[config.mk]
export PLATFORM = sky130hd
export DESIGN_NAME = pll_reset_sequencer
export DESIGN_NICKNAME = d
export VERILOG_FILES = /design/src/rtl/pll_reset_sequencer.sv
export SDC_FILE = /design/constraint.sdc
export NUM_CORES = 1
export LEC_CHECK = 0
export BUFFER_PORTS_ARGS = -buffer_cell sky130_fd_sc_hd__clkbuf_2
export CELL_PAD_IN_SITES_DETAIL_PLACEMENT = 1
export CELL_PAD_IN_SITES_GLOBAL_PLACEMENT = 1
export CORE_UTILIZATION = 45
export CTS_CLUSTER_DIAMETER = 30
export DETAILED_ROUTE_END_ITERATION = 7
export PLACE_DENSITY_LB_ADDON = 0.1
export SLEW_MARGIN = 20
export SYNTH_ARGS = -nofsm -noshare
export SYNTH_HDL_FRONTEND = slang
export SYNTH_SLANG_ARGS = --single-unit
[constraint.sdc]
create_clock -name clock -period 3.9 [get_ports clock]
set_input_delay 0.39 -clock clock [delete_from_list [all_inputs] [get_ports clock]]
set_output_delay 0.39 -clock clock [all_outputs]
set_load 0.1 [all_outputs]
[src/rtl/pll_reset_sequencer.sv]
// ---------------------------------------------------------------------------
// pll_reset_sequencer
//   Turns the raw PLL lock indication into the system-wide synchronous reset.
//   Reset is released only after lock has been stable for STABLE_CYCLES
//   and a further HOLD_CYCLES hold-off has passed. While running, lock must
//   read low for DROP_FILTER consecutive cycles before it counts as a loss.
//   A loss re-asserts reset and bumps a saturating debug counter.
//
// Ports
//   clock      : PLL output clock, rising edge
//   reset      : synchronous active-high external reset
//   locked     : raw PLL lock, asynchronous to clock
//   reset_out  : registered active-high system reset
//   ready      : registered, always ~reset_out
//   loss_count : saturating count of filtered lock losses seen in RUN
// ---------------------------------------------------------------------------
module pll_reset_sequencer #(
    parameter int STABLE_CYCLES = 1024,
    parameter int HOLD_CYCLES   = 16,
    parameter int DROP_FILTER   = 4,
    parameter int LOSS_WIDTH    = 8
) (
    input  logic                  clock,
    input  logic                  reset,
    input  logic                  locked,
    output logic                  reset_out,
    output logic                  ready,
    output logic [LOSS_WIDTH-1:0] loss_count
);

    localparam int CNT_MAX = (STABLE_CYCLES > HOLD_CYCLES) ? STABLE_CYCLES : HOLD_CYCLES;
    localparam int CNT_W   = $clog2(CNT_MAX) + 1;
    localparam int DROP_W  = $clog2(DROP_FILTER) + 1;

    localparam logic [CNT_W-1:0]  STABLE_LAST = CNT_W'(STABLE_CYCLES - 1);
    localparam logic [CNT_W-1:0]  HOLD_LAST   = CNT_W'(HOLD_CYCLES - 1);
    localparam logic [DROP_W-1:0] DROP_LAST   = DROP_W'(DROP_FILTER - 1);

    typedef enum logic [1:0] {
        WAIT_LOCK = 2'd0,
        STABILIZE = 2'd1,
        HOLD      = 2'd2,
        RUN       = 2'd3
    } state_e;

    // Power-up values match the reset values so reset_out is asserted from
    // the very first edge after configuration.
    state_e                  state_q     = WAIT_LOCK;
    state_e                  state_d;
    logic                    sync1_q     = 1'b0;
    logic                    sync2_q     = 1'b0;
    logic [CNT_W-1:0]        cnt_q       = '0;
    logic [CNT_W-1:0]        cnt_d;
    logic [DROP_W-1:0]       drop_q      = '0;
    logic [DROP_W-1:0]       drop_d;
    logic [LOSS_WIDTH-1:0]   loss_q      = '0;
    logic [LOSS_WIDTH-1:0]   loss_d;
    logic                    reset_out_q = 1'b1;
    logic                    reset_out_d;
    logic                    ready_q     = 1'b0;
    logic                    loss_event;
    logic                    locked_s;

    // Two-flop synchroniser for the asynchronous lock input.
    always_ff @(posedge clock) begin
        if (reset) begin
            sync1_q <= 1'b0;
            sync2_q <= 1'b0;
        end else begin
            sync1_q <= locked;
            sync2_q <= sync1_q;
        end
    end

    assign locked_s = sync2_q;

    // State register and counters.
    always_ff @(posedge clock) begin
        if (reset) begin
            state_q <= WAIT_LOCK;
            cnt_q   <= '0;
            drop_q  <= '0;
        end else begin
            state_q <= state_d;
            cnt_q   <= cnt_d;
            drop_q  <= drop_d;
        end
    end

    // Next-state logic.
    always_comb begin
        state_d    = state_q;
        cnt_d      = cnt_q;
        drop_d     = drop_q;
        loss_event = 1'b0;
        unique case (state_q)
            WAIT_LOCK: begin
                if (locked_s) state_d = STABILIZE;
            end
            STABILIZE: begin
                if (!locked_s)                state_d = WAIT_LOCK;
                else if (cnt_q == STABLE_LAST) state_d = HOLD;
                else                           cnt_d   = cnt_q + CNT_W'(1);
            end
            HOLD: begin
                if (!locked_s)              state_d = WAIT_LOCK;
                else if (cnt_q == HOLD_LAST) state_d = RUN;
                else                         cnt_d   = cnt_q + CNT_W'(1);
            end
            RUN: begin
                if (locked_s) begin
                    drop_d = '0;
                end else if (drop_q == DROP_LAST) begin
                    state_d    = WAIT_LOCK;
                    loss_event = 1'b1;
                end else begin
                    drop_d = drop_q + DROP_W'(1);
                end
            end
            default: state_d = WAIT_LOCK;
        endcase
        // Every state change starts both counters from zero.
        if (state_d != state_q) begin
            cnt_d  = '0;
            drop_d = '0;
        end
    end

    // Output decode from next state, so the registered outputs line up with
    // the state they describe.
    always_comb begin
        reset_out_d = (state_d != RUN);
        loss_d      = loss_q;
        if (loss_event && (loss_q != '1)) loss_d = loss_q + LOSS_WIDTH'(1);
    end

    always_ff @(posedge clock) begin
        if (reset) begin
            reset_out_q <= 1'b1;
            ready_q     <= 1'b0;
            loss_q      <= '0;
        end else begin
            reset_out_q <= reset_out_d;
            ready_q     <= ~reset_out_d;
            loss_q      <= loss_d;
        end
    end

    assign reset_out  = reset_out_q;
    assign ready      = ready_q;
    assign loss_count = loss_q;

endmodule

Word level (Yosys, flattened, before mapping)
Index checks and enable logic that the tools add are counted.
Storage, ports and cells
  bits in registers: 28
  input port bits: 3
  output and inout port bits: 10
  word-level logic and storage cells: 50
Cells by class
  add/sub/neg operators: 3
  equality and inequality tests: 14
  mux-type cells: 18
  bitwise logic cells: 1
  reductions and logical operators: 6
Operator list (number)
  11-bit two-way mux: 4
  11-bit one-hot mux with 2 select lines: 1
  2-bit two-way mux: 7
  2-bit != test (second input constant): 6
  11-bit by 1-bit adder with 11-bit output (second input constant): 1
  11-bit by 10-bit == test with 1-bit output (second input constant): 1
  11-bit by 4-bit == test with 1-bit output (second input constant): 1
  8-bit by 1-bit adder with 8-bit output (second input constant): 1
  8-bit != test (second input constant): 1
  2-bit one-hot mux with 4 select lines: 1
  3-bit two-way mux: 2
  5-bit AND reduction: 1
  2-bit == test (second input constant): 2
  3-bit by 1-bit adder with 3-bit output (second input constant): 1
  3-bit by 2-bit == test with 1-bit output (second input constant): 1
  1-bit two-way mux: 3
  2-bit by 1-bit == test with 1-bit output (second input constant): 1
  2-bit logical NOT: 1
  2-bit != test: 1
  2-bit AND reduction: 1
  2-bit nonzero test: 1
  2-bit OR reduction: 1
  1-bit logical AND: 1
  1-bit inverter: 1

Longest topological paths before layout
  depth after elaboration: 6
  mapped depth: 8
  gate-level depth less buffers: 7

Worst setup path after synthesis
No wires, ideal clock.
  kind: reg2reg
  start: register loss_q[0], in the netlist loss_count[0]
  end: register loss_q[4], in the netlist loss_count[4]
  library setup time: 71 ps
  data arrival time: 2020 ps
  setup slack: 1809 ps
  stages on the path, launching flop included: 6
  buffers on the path: 0
  clock period less this slack: 2091 ps
  cells stage by stage: dfxtp_1 -> ha_1 -> inv_1 -> a211o_1 -> or3_1 -> a21oi_1
On the way
  longest elaborated chain between the ends: 2
Ends and longest elaborated chain
  from (decl): line 56  | logic [LOSS_WIDTH-1:0] loss_q = '0;
  from (signal assigned): line 145  | loss_q <= loss_d;
  branches (longest 2 deep; another with 8-bit by 1-bit adder with 8-bit output)
Several ways; the timed one is not identified.
A chain may end at the register's enable or synchronous reset.

Worst setup path in the final report
  start: register sync2_q, in the netlist locked_s
  end: register cnt_q[10]
On the way
  longest elaborated chain between the ends: 4
Ends and longest elaborated chain
  from (decl): line 51  | logic sync2_q = 1'b0;
  from (signal assigned): line 71  | sync2_q <= sync1_q;
  2-bit two-way mux (on tied branches)
  2-bit one-hot mux with 4 select lines: line 96  | unique case (state_q)
  2-bit != test: line 123  | if (state_d != state_q) begin
  2-bit OR reduction (no line)
  to (signal assigned): line 85  | cnt_q <= cnt_d;
  to (decl): line 52  | logic [CNT_W-1:0] cnt_q = '0;
Parallel ways exist; a longest one is shown, timed or not.

==> run summary <==
share of cells above drive strength 1: 0.113
crit path max fanout: 13
GRT Overall Usage: 0.196
detailed placer's ending HPWL: 2.17 mm
Starting Density: 0.485
largest cells by area after synthesis: dfxtp_1, xnor2_1, nor2_1
failing checks: DRC
top-area cell type share of the netlist area: 0.412
Synthesized Nets: 164
LEAKAGE: 0.509 nW
Logic pwr share: 0.029
CTS root buf: clkbuf_4
hold path cells: 2
clk_lat worst skew: 0.33 ns
wire per inst: 15.0 µm
Hold Crit Start: locked
fin crit share: 0.540
max cap viols: 0
#FFs+latches synth: 28
Ys Warns: 0
CTS tree: yes
fmax: 474 MHz
placed cell area: 1430 µm²
global-route wire length before repair: 5.00 mm
DR DRC count: 2
Port-buffer cells: 12
Fin Clk Skew: 0.00831 ns
Post-Syn Area: 1360 µm²
most common cell in the synthesized netlist: dfxtp_1
Switching Fraction: 0.222
H-tree depth: 1
crit path time final: 2.11 ns
Main synth FF type: dfxtp_1
reg2reg end: cnt_q[10]
Setup TNS Final: 0 ns
Distinct cells, synth: 37
worst hold path class: input pin to register
crit-path cells: inv_1 -> a2111o_1 -> a31o_1 -> or4_1 -> a21oi_1
Longest Clk Path Bufs: 2
CTS clk-pin slew, worst paths: 0.16 ns
Clock Sinks: 28
Multi-input gate area: 737 µm²
number of flops mapped to enable cells by yosys: 0
Post-CTS Setup Inserts: 0
Hold EP: sync1_q
Int Power: 0.000349 W
Final setup viols: 0
share of flip-flops with an asynchronous set or reset: 0
r2r setup slk: 1.79 ns
antenna violations before repair: 0
cell taking the most area after synthesis: dfxtp_1
1st-iter DRT viols: 28
crit path DAT: 2.39 ns
final hold slack: 0.269 ns
Setup Crit Path Kind: register to register
pin count of the biggest net entering global routing: 16
Commonest cells post-synth: dfxtp_1, nor2_1, nand3_1
routed vias/inst: 5.81
Rel. slew slack: 0.620
CTS Hold Bufs: 0
Worst Setup End Kind: register
maximum vdd drop: 0.140 mV
RSZ-0062 raised after global routing: no
# placed instances: 195
highest-delay cell along the critical path: dfxtp_1
Post-DRT Antenna Nets: 0
Fin. Hold Viols: 0
Syn Inst Count: 157
Slew Limit Fails: 0
GR Overflow Total: 0
total CTS buffers: 3
I/O pin count: 13
die height: 57.0 µm
Core Area: 2810 µm²
element type at the critical path start: register
storage element area: 561 µm²
Slew @ Worst Pin: 0.569 ns
nets: 176
Largest stage delay, worst path: 0.59 ns
Critical Path RT: 4.18 ns
die width: 57.0 µm
Switching Power: 0.0000996 W
Routed WL: 2.99 mm
fillcell total: 349
count of TritonRoute iterations in the first routing pass: 6
via count: 1156
die area: 3250 µm²
fin cells: 199
vias in the first global route: 1129
ANT cells: 0
Clk pwr share: 0.325
Final Instance Area: 1460 µm²
CTS resizes: 0
status: finished with violations
RR Startpoint: locked_s
Pwr Density: 307 nW/µm²
Reg2Reg Depth: 5
Seq pwr share: 0.647
Layout area overhead: 7.54%
gpl congestion: 0.788
num rows: 19
register area share after synthesis: 0.412
Mapped Avg Cell Area: 8.66 µm²
## area by class of cell
class	count	share of cell area
Multi-Input combinational cell	116	0.504
Sequential cell	28	0.383
Inverter	8	0.0205
Clock buffer	4	0.0248
Timing Repair Buffer	12	0.0411
Tap cell	31	0.0265
## sequential cells by signal, summed over array words and instances (netlist names)
name	flops
cnt_q	11
loss_count	8
drop_q	3
state_q	2
locked_s	1
ready	1
reset_out	1
sync1_q	1
## power groups by stage
| stage | sequential [W] | combinational [W] | clock [W] |
|---|---|---|---|
| 2_1_floorplan | 0.000294 | 0.0000118 | 0 |
| 3_3_place_gp | 0.000296 | 0.0000125 | 0 |
| 3_5_place_dp | 0.000296 | 0.0000130 | 0 |
| 4_1_cts | 0.000290 | 0.0000132 | 0.000149 |
| 5_1_grt | 0.000291 | 0.0000145 | 0.000158 |
| 6_report | 0.000290 | 0.0000128 | 0.000146 |
## per-stage QoR
stage	utilization	worst slack, ns	power, W
after CTS	0.521	1.80	0.000452
after global placement	0.508	1.93	0.000308
final	0.521	1.79	0.000449
after global routing	0.521	1.66	0.000463
after detailed placement	0.508	1.85	0.000309
after floorplan	-	1.81	0.000306
## layout by cell type (no fill, tap or decap), drive strengths merged, types with 4 or more instances in the layout
master	n
dfxtp	28
nor2	20
clkbuf	16
nand3	10
nand2	10
a21oi	9
xnor2	9
inv	8
nor2b	5
nor3	5
xor2	5
o21ai	4
a31oi	4
ha	4
## kinds of logic (layout without fill, tap and decap cells)
family / after synthesis / after routing / share of synthesized area
buffers and inverters: 13 / 24 / 0.0460
multiplexers: 3 / 3 / 0.0221
XOR/XNOR: 14 / 14 / 0.0902
AND/OR/NAND/NOR: 66 / 66 / 0.250
flip-flops: 28 / 28 / 0.412
adder cells (fa/ha/maj): 4 / 4 / 0.0368
AO/OA/AOI/OAI: 29 / 29 / 0.143
## routing by layer
metal,share of wire,wire length (µm),global-route usage
met1,0.51,1520,0.271
met2,0.46,1380,0.308
met3,0.020,61,0.0272
met4,0.0094,28,0.0801
met5,0,0,0
## worst max-delay path: cells and delay by family (launching register included)
family	cells	cell delay (ns)
buffers and inverters	1	0.14
flip-flops	1	0.59
AND/OR/NAND/NOR	1	0.41
AO/OA/AOI/OAI	3	0.92
## worst max path at each step
stage | endpoint | from | cells after the start | slack, ns
global route | cnt_q[10] | locked_s | 5 | 1.66
global placement | cnt_q[10] | locked_s | 5 | 1.93
detailed placement | cnt_q[10] | locked_s | 5 | 1.85
CTS | cnt_q[10] | locked_s | 5 | 1.80
floorplan | loss_count[4] | loss_count[0] | 5 | 1.81
finish | cnt_q[10] | locked_s | 5 | 1.79
Power figures use the tool's default switching activity.
